<file path="config.mk">
export PLATFORM = sky130hd
export DESIGN_NAME = bus_data_slave
export DESIGN_NICKNAME = d
export VERILOG_FILES = /design/src/rtl/bus_slave_pkg.sv /design/src/rtl/bus_regfile.sv /design/src/rtl/bus_data_slave.sv
export SDC_FILE = /design/constraint.sdc
export NUM_CORES = 1
export LEC_CHECK = 0
export ABC_AREA = 0
export CAP_MARGIN = 10
export CORE_MARGIN = 2
export CORE_UTILIZATION = 40
export DETAILED_ROUTE_END_ITERATION = 16
export SLEW_MARGIN = 25
export SYNTH_ARGS = -nofsm -noshare
export SYNTH_HDL_FRONTEND = slang
export SYNTH_SLANG_ARGS = --single-unit
</file>
<file path="constraint.sdc">
create_clock -name clk -period 3.7 [get_ports clk]
set_input_delay 0.74 -clock clk [delete_from_list [all_inputs] [get_ports clk]]
set_output_delay 0.74 -clock clk [all_outputs]
set_load 0.02 [all_outputs]
</file>
<file path="src/rtl/bus_slave_pkg.sv">
// Shared widths, idle bus value and address-phase state type for the bus data slave.
package bus_slave_pkg;

  localparam int ADDR_W = 4;
  localparam int DATA_W = 16;
  localparam int DEPTH  = 16;
  localparam int CNT_W  = 8;
  localparam logic [DATA_W-1:0] BUS_IDLE_DATA = 16'hFFFF;

  typedef enum logic {
    IDLE = 1'b0,
    ADDR = 1'b1
  } addrState_e;

endpackage

</file>
<file path="src/rtl/bus_regfile.sv">
// 16x16 storage for the bus data slave with synchronous reset to RST_DATA.
// Even-parity bit per word when BUS_SLAVE_PARITY_EN is defined.
module bus_regfile
  import bus_slave_pkg::*;
#(
  parameter logic [DATA_W-1:0] RST_DATA = 16'h0000
) (
  input  logic              clk,
  input  logic              rst,
  input  logic              we_i,
  input  logic [ADDR_W-1:0] waddr_i,
  input  logic [DATA_W-1:0] wdata_i,
  input  logic              par_inj_i,
  input  logic [ADDR_W-1:0] raddr_i,
  output logic [DATA_W-1:0] rdata_o,
  output logic              rpar_ok_o
);

  logic [DATA_W-1:0] mem_q [DEPTH];

  always_ff @(posedge clk) begin
    if (rst) begin
      for (int i = 0; i < DEPTH; i++) mem_q[i] <= RST_DATA;
    end else if (we_i) begin
      mem_q[waddr_i] <= wdata_i;
    end
  end

  assign rdata_o = mem_q[raddr_i];

`ifdef BUS_SLAVE_PARITY_EN
  logic [DEPTH-1:0] par_q;

  // Stored bit makes data+parity even; par_inj flips it to plant a fault.
  always_ff @(posedge clk) begin
    if (rst) begin
      par_q <= {DEPTH{^RST_DATA}};
    end else if (we_i) begin
      par_q[waddr_i] <= (^wdata_i) ^ par_inj_i;
    end
  end

  assign rpar_ok_o = ((^rdata_o) == par_q[raddr_i]);
`else
  logic unusedParInj;
  assign unusedParInj = par_inj_i;
  assign rpar_ok_o    = 1'b1;
`endif

endmodule

</file>
<file path="src/rtl/bus_data_slave.sv">
// Multiplexed-bus data slave: address decode, address-phase FSM, sticky errors, counters.
// Optional per-word parity is enabled by defining BUS_SLAVE_PARITY_EN.
module bus_data_slave
  import bus_slave_pkg::*;
#(
  parameter logic [DATA_W-ADDR_W-1:0] BASE_ADDR = 12'h000,
  parameter logic [DATA_W-1:0]        RST_DATA  = 16'h0000
) (
  input  logic              clk,
  input  logic              rst,
  input  logic [DATA_W-1:0] ad_in,
  input  logic              la,
  input  logic              oe,
  input  logic              wd,
  input  logic              clr_err,
  input  logic              par_inj,
  output logic [DATA_W-1:0] ad_out,
  output logic              ad_oe,
  output logic              addr_err,
  output logic              proto_err,
  output logic              par_err,
  output logic [CNT_W-1:0]  wr_cnt,
  output logic [CNT_W-1:0]  rd_cnt
);

  addrState_e        state_q, state_d;
  logic [ADDR_W-1:0] addr_q, addr_d;
  logic              hit_q, hit_d;
  logic [DATA_W-1:0] ad_out_q, ad_out_d;
  logic              ad_oe_q, ad_oe_d;
  logic              addr_err_q, addr_err_d;
  logic              proto_err_q, proto_err_d;
  logic              par_err_q, par_err_d;
  logic [CNT_W-1:0]  wr_cnt_q, wr_cnt_d;
  logic [CNT_W-1:0]  rd_cnt_q, rd_cnt_d;
  logic              memWe;
  logic [DATA_W-1:0] memRdata;
  logic              memParOk;

  bus_regfile #(.RST_DATA(RST_DATA)) u_regfile (
    .clk       (clk),
    .rst       (rst),
    .we_i      (memWe),
    .waddr_i   (addr_q),
    .wdata_i   (ad_in),
    .par_inj_i (par_inj),
    .raddr_i   (addr_q),
    .rdata_o   (memRdata),
    .rpar_ok_o (memParOk)
  );

  // Flags clear first so that an error raised on the same edge wins over clr_err.
  always_comb begin
    state_d     = state_q;
    addr_d      = addr_q;
    hit_d       = hit_q;
    ad_out_d    = ad_out_q;
    ad_oe_d     = 1'b0;
    addr_err_d  = clr_err ? 1'b0 : addr_err_q;
    proto_err_d = clr_err ? 1'b0 : proto_err_q;
    par_err_d   = clr_err ? 1'b0 : par_err_q;
    wr_cnt_d    = wr_cnt_q;
    rd_cnt_d    = rd_cnt_q;
    memWe       = 1'b0;

    if (la) begin
      addr_d  = ad_in[ADDR_W-1:0];
      hit_d   = (ad_in[DATA_W-1:ADDR_W] == BASE_ADDR);
      state_d = ADDR;
      if (oe || wd) proto_err_d = 1'b1;
    end else if (oe || wd) begin
      if (state_q == IDLE) begin
        proto_err_d = 1'b1;
      end else begin
        state_d = IDLE;
        if (!hit_q) addr_err_d = 1'b1;
        if (wd) begin
          if (oe) proto_err_d = 1'b1;
          if (hit_q) begin
            memWe    = 1'b1;
            wr_cnt_d = wr_cnt_q + 1'b1;
          end
        end else begin
          ad_oe_d = 1'b1;
          if (hit_q) begin
            ad_out_d = memRdata;
            rd_cnt_d = rd_cnt_q + 1'b1;
            if (!memParOk) par_err_d = 1'b1;
          end else begin
            ad_out_d = BUS_IDLE_DATA;
          end
        end
      end
    end
  end

  always_ff @(posedge clk) begin
    if (rst) begin
      state_q     <= IDLE;
      addr_q      <= '0;
      hit_q       <= 1'b0;
      ad_out_q    <= '0;
      ad_oe_q     <= 1'b0;
      addr_err_q  <= 1'b0;
      proto_err_q <= 1'b0;
      par_err_q   <= 1'b0;
      wr_cnt_q    <= '0;
      rd_cnt_q    <= '0;
    end else begin
      state_q     <= state_d;
      addr_q      <= addr_d;
      hit_q       <= hit_d;
      ad_out_q    <= ad_out_d;
      ad_oe_q     <= ad_oe_d;
      addr_err_q  <= addr_err_d;
      proto_err_q <= proto_err_d;
      par_err_q   <= par_err_d;
      wr_cnt_q    <= wr_cnt_d;
      rd_cnt_q    <= rd_cnt_d;
    end
  end

  assign ad_out    = ad_out_q;
  assign ad_oe     = ad_oe_q;
  assign addr_err  = addr_err_q;
  assign proto_err = proto_err_q;
  assign par_err   = par_err_q;
  assign wr_cnt    = wr_cnt_q;
  assign rd_cnt    = rd_cnt_q;

endmodule

</file>
* Word level (Yosys, flattened, before mapping)
Memory sizes are Yosys's and may differ from the RTL's. A register that Yosys moved wholly into a read port is not among the register bits.
Index checks and enable logic that the tools add are counted.
** Operators by class
- Reduce and logical (&&, ||, !) cells :: 8
- Magnitude comparators :: 0
- Bitwise operators :: 4
- Multipliers :: 0
- Mux-type cells :: 31
- $add $sub $neg :: 2
- Div/mod/pow operators :: 0
- Eq/ne operators :: 0
- Shift operators :: 0
** Operators with widths (number)
- $mux W16 :: 2
- $mux W1 :: 26
- $add A8 B1 Y8 const B :: 2
- $reduce_or A16 Y1 :: 1
- $logic_not A12 Y1 :: 1
- $mux W4 :: 3
- $reduce_and A5 Y1 :: 2
- $not A1 Y1 :: 4
- $reduce_and A4 Y1 :: 1
- $reduce_or A4 Y1 :: 1
- $reduce_bool A2 Y1 :: 1
- $logic_or A1 B1 Y1 :: 1
** Word-level totals
- RAM bits :: 256
- Word-level logic and storage cells :: 55
- Output and inout port bits :: 36
- ROM bits :: 0
- Memories :: 1
- Bits in registers :: 41
- Input port bits :: 23
- Latch bits :: 0
** Memory list
- u_regfile.mem_q :: words 16, bits a word 16, rd ports 1, clocked after Yosys merged registers in 1, wr ports 16, line bus_regfile.sv:19 : logic [DATA_W-1:0] mem_q [DEPTH];

* Longest topological paths before layout
Gate-level depths: netlist of the first run.
- Depth in word-level cells :: 10
- Mapped depth :: 8
- Depth with buffers taken out :: 5

* By module
From an unflattened synthesis of the first run, not the netlist that was laid out.
** Unflattened totals
- Cell total of the unflattened synthesis :: 930
- Area, all modules :: 13312.8 µm²
** By module, submodules not included
- bus_regfile :: area each 11548.6 µm², instances 1, cells each 724
- bus_data_slave :: area each 1764.2 µm², instances 1, cells each 206

* Least setup slack after synthesis of the first run
No wires, ideal clock.
- Path kind :: input to register
- Start :: input la
- End :: memory u_regfile.mem_q[0][0], enable pin
- Slack :: 1.241 ns
- Arrival :: 2.125 ns
- Setup time :: 0.334 ns
- Path buffers :: 2
- Stages :: 6
- Cell sequence :: buf_6 -> nand4b_4 -> or3_1 -> buf_6 -> nor4_4 -> or2_2
** RTL lines
- start, declared :: line bus_data_slave.sv:12 : input logic la,
- end, declared :: line bus_regfile.sv:19

==> run_results.csv, run 1 <==
group,metric,value,unit
job,drv_cap,0,
drt,drc,0,
die,fp.dieH,189,um
clock_tree,path_clk_slew,50,ps
pwr,cellInternalPower,5940,uW
global_routing,grt_pass1_wl,49400,um
pwr,pwr-share-seq,50.8,%
sta,setup_viol_count_final,0,
setup_path,r2r-end,"u_regfile.mem_q[13][1]$_SDFFCE_PN0P_",
setup_path,cp_top_family,"simple AND/OR/NAND/NOR gates",
pwr,pwr_density_cell,477,mW/mm2
place,gp_congestion,0.782,
place,place.port_buffers,56,
clock_tree,cts_resized,0,
status,status,"complete, no violations",
pwr,pwr-share-comb,6.0,%
worst_hold_path,min_delay_path_depth,2,
synthesis,avgSynthCellArea,13.3,um2
drt,vias,8081,
sta,fin_crit_sh,74.1,%
pwr,vdd_drop_max,242,uV
synthesis,ys_seq_elements,301,
synthesis,yosysSeqAreaShare,62.6,%
layout,fin_nets,1106,
drt,ant_nets,0,
setup_path,rr_worst_depth,4,
clock_tree,cts_tree,"done",
setup_path,cp.depth,5,
clock_tree,insertion_delay,500,ps
drt,wirelength,31900,um
sta,fin_skew,12.6,ps
setup_path,crit_path_start_kind,"input pin",
layout,antenna_cells,0,
setup_path,critical_path.max_fanout,16,
synthesis,syn_area,0.0137,mm2
clock_tree,cts.path.max_buffers,3,
sta,rsz0062_at_grt,"false",
setup_path,cp.buffers_inverters,1,
sta,hold_viol,0,
worst_hold_path,min_from,"proto_err$_SDFF_PP0_",
global_routing,grt_max_degree,58,
place,hpwl,19700,um
die,io_pins,59,
place,placed_area,0.0148,mm2
sta,slew_viol_final,0,
place,dp.cells,1493,
synthesis,post_synth_num_cell_types,44,
die,die_w,189,um
place,dp_slack,429,ps
global_routing,grt_use_total,18.3,%
setup_path,startpoint,"wd",
sta,timing.slew.headroom,38.1,%
clock_tree,cts_max_level,2,
worst_hold_path,hp-class,"reg2reg",
pwr,p_leak,0.00565,uW
clock_tree,holdBufCountCts,0,
sta,worst_pin_slew,926,ps
setup_path,critPathKind,"in2reg",
die,num_rows,67,
setup_path,reg2reg_slack,1310,ps
clock_tree,cts_root_buffer,"clkbuf_16",
synthesis,synth_fp_nets,1057,
pwr,p_sw,1620,uW
setup_path,rr_startpoint,"addr_q[3]$_SDFFE_PP0P_",
sta,worst_slack,956,ps
setup_path,endpoint_kind,"flip-flop",
layout,area_growth,15.7,%
layout,final_cell_count_no_fill,1555,
pwr,pwr-share-clk,43.2,%
clock_tree,clkSinkCount,301,
setup_path,cpPeakStageDelay,610,ps
die,design.die.area,0.0358,mm2
setup_path,crit_end,"u_regfile.mem_q[0][9]$_SDFFCE_PN0P_",
global_routing,antenna_found_initial,0,
synthesis,synth_cells,1032,
clock_tree,post_cts_buffers,0,
setup_path,worstPathArrival,2880,ps
sta,layout_min_cycle_time,2740,ps
layout,stdcell_area,0.0159,mm2
global_routing,grt_pass1_vias,8362,
synthesis,yosys_warnings,0,
setup_path,worstPathRequired,3830,ps
layout,drive_gt1_share,12.6,%
setup_path,crit_chain,"clkdlybuf4s50_1, nand4b_4, or3_1, nor4_4, or2_2",
drt,dr.pass1.iters,5,
layout,fin_util,47.2,%
sta,fmax,364,MHz
drt,dr.first_iter.drc_count,523,
drt,via_per_inst,5.20,
global_routing,grt-ovfl-total,0,
drt,wl_per_cell,20.5,um
die,core,0.0336,mm2
sta,setup_tns,0,ps
die,start_util,40.8,%
pwr,switching_share,21.5,%
clock_tree,cts_buffers,34,
setup_path,cp_slowest_cell,"clkdlybuf4s50_1",
[cell usage after synthesis (all sizes together)]
cell / count / area share [%]
and2: 258 / 12
edfxtp: 256 / 56
mux2i: 100 / 7.3
clkbuf: 52 / 1.5
dfxtp: 45 / 6.6
nand3: 34 / 1.3
a22oi: 32 / 1.8
buf: 29 / 1.4
a21oi: 24 / 0.88
nor2: 24 / 0.66
nand2: 23 / 0.63
nand2b: 20 / 0.91
o21ai: 17 / 0.62
or2: 17 / 0.78
mux4: 16 / 2.6
nor3: 16 / 1.4
a31oi: 15 / 0.68
xnor2: 8 / 0.51
and3: 7 / 0.32
inv: 6 / 0.16
nand4: 6 / 0.27
nor4: 6 / 0.49
xor2: 3 / 0.19
a31o: 2 / 0.13
ha: 2 / 0.18
nand4b: 2 / 0.24
nor2b: 2 / 0.091
or3: 2 / 0.091
a311oi: 1 / 0.064
and4b: 1 / 0.073
conb: 1 / 0.027
maj3: 1 / 0.073
nand3b: 1 / 0.055
o211ai: 1 / 0.055
o2bb2ai: 1 / 0.064
or4: 1 / 0.055
[sequential cells by signal, indices dropped and copies added, names as in the netlist, named ones only]
register and cells:
u_regfile.mem_q 256, ad_out 16, rd_cnt 8, wr_cnt 8, addr_q 4, ad_oe 1
addr_err 1, hit_q 1, proto_err 1, state_q 1
[stage by stage]
step | hold slack, ps | power (uW)
2_1_floorplan | 512 | 4180
5_1_grt | 518 | 7810
6_report | 494 | 7560
3_3_place_gp | 480 | 4360
3_5_place_dp | 478 | 4370
4_1_cts | 497 | 7630
[tightest hold or removal path, stage by stage, from the launching register on]
cell	delay [ps]
dfxtp_1	330
a21oi_1	60
nor2_1	70
[how the worst min path moves through the flow]
stage | to
global placement | proto_err$_SDFF_PP0_
CTS | proto_err$_SDFF_PP0_
floorplan | hit_q$_SDFFE_PP0P_
finish | proto_err$_SDFF_PP0_
global route | proto_err$_SDFF_PP0_
detailed placement | proto_err$_SDFF_PP0_
[cell type report]
type | count | area, um2
flip-flops and latches | 301 | 8590
multi-input cells | 644 | 4720
well taps | 448 | 561
repair buffers | 94 | 858
clock buffers | 59 | 1090
clock inverters | 3 | 15.0
fillers | 2937 | 17800
inverters | 6 | 22.5
[power by group through the flow]
stage / Sequential, uW / Clock [uW] / Combinational [uW]
6_report: 3840 / 3270 / 453
5_1_grt: 3850 / 3470 / 488
4_1_cts: 3840 / 3330 / 461
3_5_place_dp: 3910 / 0 / 460
3_3_place_gp: 3910 / 0 / 457
2_1_floorplan: 3880 / 0 / 302
[logic make-up (layout without fill, tap and decap cells)]
group | Yosys count | after routing | share of synthesized area [%]
flops | 301 | 301 | 62.6
simple gates | 420 | 420 | 19.2
mux | 116 | 116 | 9.93
buf+inv | 87 | 162 | 3.02
compound gates | 93 | 93 | 4.24
xor+xnor | 11 | 11 | 0.703
fa+ha+maj | 3 | 3 | 0.256
other cells | 1 | 1 | 0.0274
[cells in the final DEF, fill, tap and decap left out, types with 2 or more instances in the layout]
cell / instances
a21oi_1: 24
a22oi_1: 32
a31o_2: 2
a31oi_1: 15
and2_1: 258
and3_1: 7
buf_4: 37
clkbuf_1: 14
clkbuf_16: 37
clkbuf_8: 8
clkdlybuf4s50_1: 56
clkinv_2: 3
dfxtp_1: 43
edfxtp_1: 256
ha_1: 2
inv_1: 6
mux2i_1: 100
mux4_2: 16
nand2_1: 23
nand2b_1: 20
nand3_1: 33
nand4_1: 6
nor2_1: 23
nor3_1: 6
nor3_4: 10
nor4_1: 4
nor4_4: 2
o21ai_0: 17
or2_2: 17
or3_1: 2
xnor2_1: 8
xor2_1: 3
[layer usage]
layer	routed length, um	part of all wire, %	GRT usage [%]
met5	0	0	0
met2	15400	48	30.6
met1	14300	45	24.6
met3	1620	5.1	3.48
met4	587	1.8	4.48
Power figures use the tool's default switching activity.
==> run 2: changes to the inputs <==
==> constraint.sdc (replaced) <==
create_clock -name clk -period 2.7 [get_ports clk]
set_input_delay 0.54 -clock clk [delete_from_list [all_inputs] [get_ports clk]]
set_output_delay 0.54 -clock clk [all_outputs]
set_load 0.02 [all_outputs]
==> run 2 against run 1 <==
Net effect:
- total power increased by 39%
- design area up 2.4%
- final cell count up 1.6%
- largest power group unchanged
- critical path depth is the same
- sequential share of layout area decreased by 1.3 points
- first-iteration DRC count is 7.1% higher
- non-clock buffer count grew 26
- count of clock-buffer cells in the layout down 10
- sequential power rose by 36%
- register-to-register slack got worse by 680 ps
- largest cell class unchanged
- combinational power increased by 52%
- clock power grew 40%
==> run_results.csv, run 2 (synthesis results as in run 1) <==
group,metric,value,unit
status,status,"complete, no violations",
clock_tree,cts_resized,0,
layout,seq_area,0.00859,mm2
pwr,vdd_drop_max,403,uV
pwr,pwr_density_cell,648,mW/mm2
sta,fmax,462,MHz
setup_path,rr_startpoint,"hit_q$_SDFFE_PP0P_",
die,fp.dieH,189,um
die,num_rows,67,
layout,fin_nets,1132,
sta,hold_ws,494,ps
worst_hold_path,hp-class,"reg2reg",
layout,final_cell_count_no_fill,1580,
setup_path,critPathKind,"in2reg",
setup_path,r2r-end,"u_regfile.mem_q[15][14]$_SDFFCE_PN0P_",
drt,wl_per_cell,20.2,um
place,gp_congestion,0.756,
sta,slew_viol_final,0,
layout,final_cell_mix,"and2_1 (258), edfxtp_1 (256), mux2i_1 (100)",
layout,mostFrequentLayoutCell,"and2_1",
sta,worst_pin_slew,787,ps
sta,setup_viol_count_final,0,
clock_tree,cts_max_level,2,
job,drv_cap,0,
global_routing,grt-ovfl-total,0,
global_routing,grt_pass1_vias,8499,
die,core,0.0336,mm2
setup_path,endpoint_kind,"flip-flop",
layout,regMostFlops,"u_regfile.mem_q",
worst_hold_path,min_to,"proto_err$_SDFF_PP0_",
place,hpwl,20400,um
clock_tree,cts_buffers,34,
clock_tree,holdBufCountCts,0,
setup_path,cpPeakStageDelay,540,ps
clock_tree,cts_tree,"done",
setup_path,cp_slowest_cell,"clkdlybuf4s50_1",
layout,largest_reg_flops,256,
layout,drive_gt1_share,14.6,%
place,dp.cells,1519,
setup_path,worstPathRequired,2830,ps
sta,fin_skew,19.7,ps
clock_tree,insertion_delay,500,ps
setup_path,critical_path.max_fanout,16,
clock_tree,cts_root_buffer,"clkbuf_16",
place,place.port_buffers,56,
global_routing,antenna_found_initial,0,
setup_path,worstPathArrival,2290,ps
die,start_util,40.8,%
layout,area_growth,18.5,%
clock_tree,path_clk_slew,60,ps
layout,fill_cells,2958,
drt,vias,8153,
layout,antenna_cells,0,
pwr,finalPower,10500,uW
sta,rsz0062_at_grt,"false",
sta,timing.slew.headroom,47.4,%
pwr,p_leak,0.00585,uW
global_routing,grt_pass1_wl,49600,um
drt,wirelength,32000,um
drt,dr.first_iter.drc_count,560,
sta,setup_tns,0,ps
die,design.die.area,0.0358,mm2
drt,via_per_inst,5.16,
global_routing,grt_max_degree,47,
worst_hold_path,min_from,"proto_err$_SDFF_PP0_",
setup_path,rr_worst_depth,4,
layout,fin_util,48.3,%
setup_path,crit_chain,"clkdlybuf4s50_1, and4b_1, nand3_4, nor3_4, or2_2",
drt,drc,0,
setup_path,crit_path_start_kind,"input pin",
die,die_w,189,um
sta,hold_viol,0,
clock_tree,clkSinkCount,301,
clock_tree,cts.path.max_buffers,3,
sta,fin_crit_sh,80.1,%
sta,layout_min_cycle_time,2160,ps
global_routing,grt_use_total,18.2,%
worst_hold_path,min_delay_path_depth,2,
clock_tree,post_cts_buffers,0,
drt,dr.pass1.iters,5,
setup_path,reg2reg_slack,630,ps
die,io_pins,59,
drt,ant_nets,0,
layout,multi_input_area,0.00471,mm2
[run 2: changes by cell type in the layout (fill, tap and decap cells not counted), sizes merged]
| cell | previous run | this run |
|---|---|---|
| buf | 38 | 64 |
| clkbuf | 59 | 49 |
| clkinv | 3 | 8 |
| inv | 6 | 7 |
| bufinv | 0 | 3 |
[run 2: how the worst max path moves through the flow]
stage | startpoint | endpoint | slack (ps) | cells past startpoint
2_1_floorplan | la | u_regfile.mem_q[0][0]$_SDFFCE_PN0P_ | 440 | 6
3_3_place_gp | wd | u_regfile.mem_q[15][8]$_SDFFCE_PN0P_ | 30 | 5
3_5_place_dp | wd | u_regfile.mem_q[15][8]$_SDFFCE_PN0P_ | 7 | 5
4_1_cts | wd | u_regfile.mem_q[15][11]$_SDFFCE_PN0P_ | 520 | 5
5_1_grt | wd | u_regfile.mem_q[15][8]$_SDFFCE_PN0P_ | 430 | 5
6_report | wd | u_regfile.mem_q[15][14]$_SDFFCE_PN0P_ | 540 | 5
[run 2: final cells by class]
type,instances,share of cell area (%)
Sequential cell,301,52.9
Clock buffer,49,6.09
Clock inverter,12,0.832
Multi-Input combinational cell,644,29.0
Timing Repair Buffer,120,7.57
Inverter,6,0.139
Tap cell,448,3.45
[run 2: metrics by stage]
stage | cell area [um2] | setup WS (ps)
4_1_cts | 16200 | 521
5_1_grt | 16200 | 431
6_report | 16200 | 537
2_1_floorplan | 13700 | 441
3_5_place_dp | 15100 | 7.33
3_3_place_gp | 15100 | 32.4
[run 2: critical path, delay by kind of cell]
family / cells / cell delay (ps)
buffers and inverters: 1 / 540
and+or+nand+nor: 4 / 1200
[run 2: per-layer routing]
| metal | vias up | global-route usage (%) | wire length [um] |
|---|---|---|---|
| met4 | 0 | 3.88 | 520 |
| met5 | - | 0 | 0 |
| met2 | 167 | 30.4 | 15500 |
| met1 | 4097 | 25.1 | 14600 |
| li1 | 3853 | - | - |
| met3 | 36 | 2.63 | 1360 |
[run 2: power breakdown]
part / internal (uW) / switching, uW
logic: 279 / 409
clock network: 2840 / 1750
registers: 5170 / 71.7
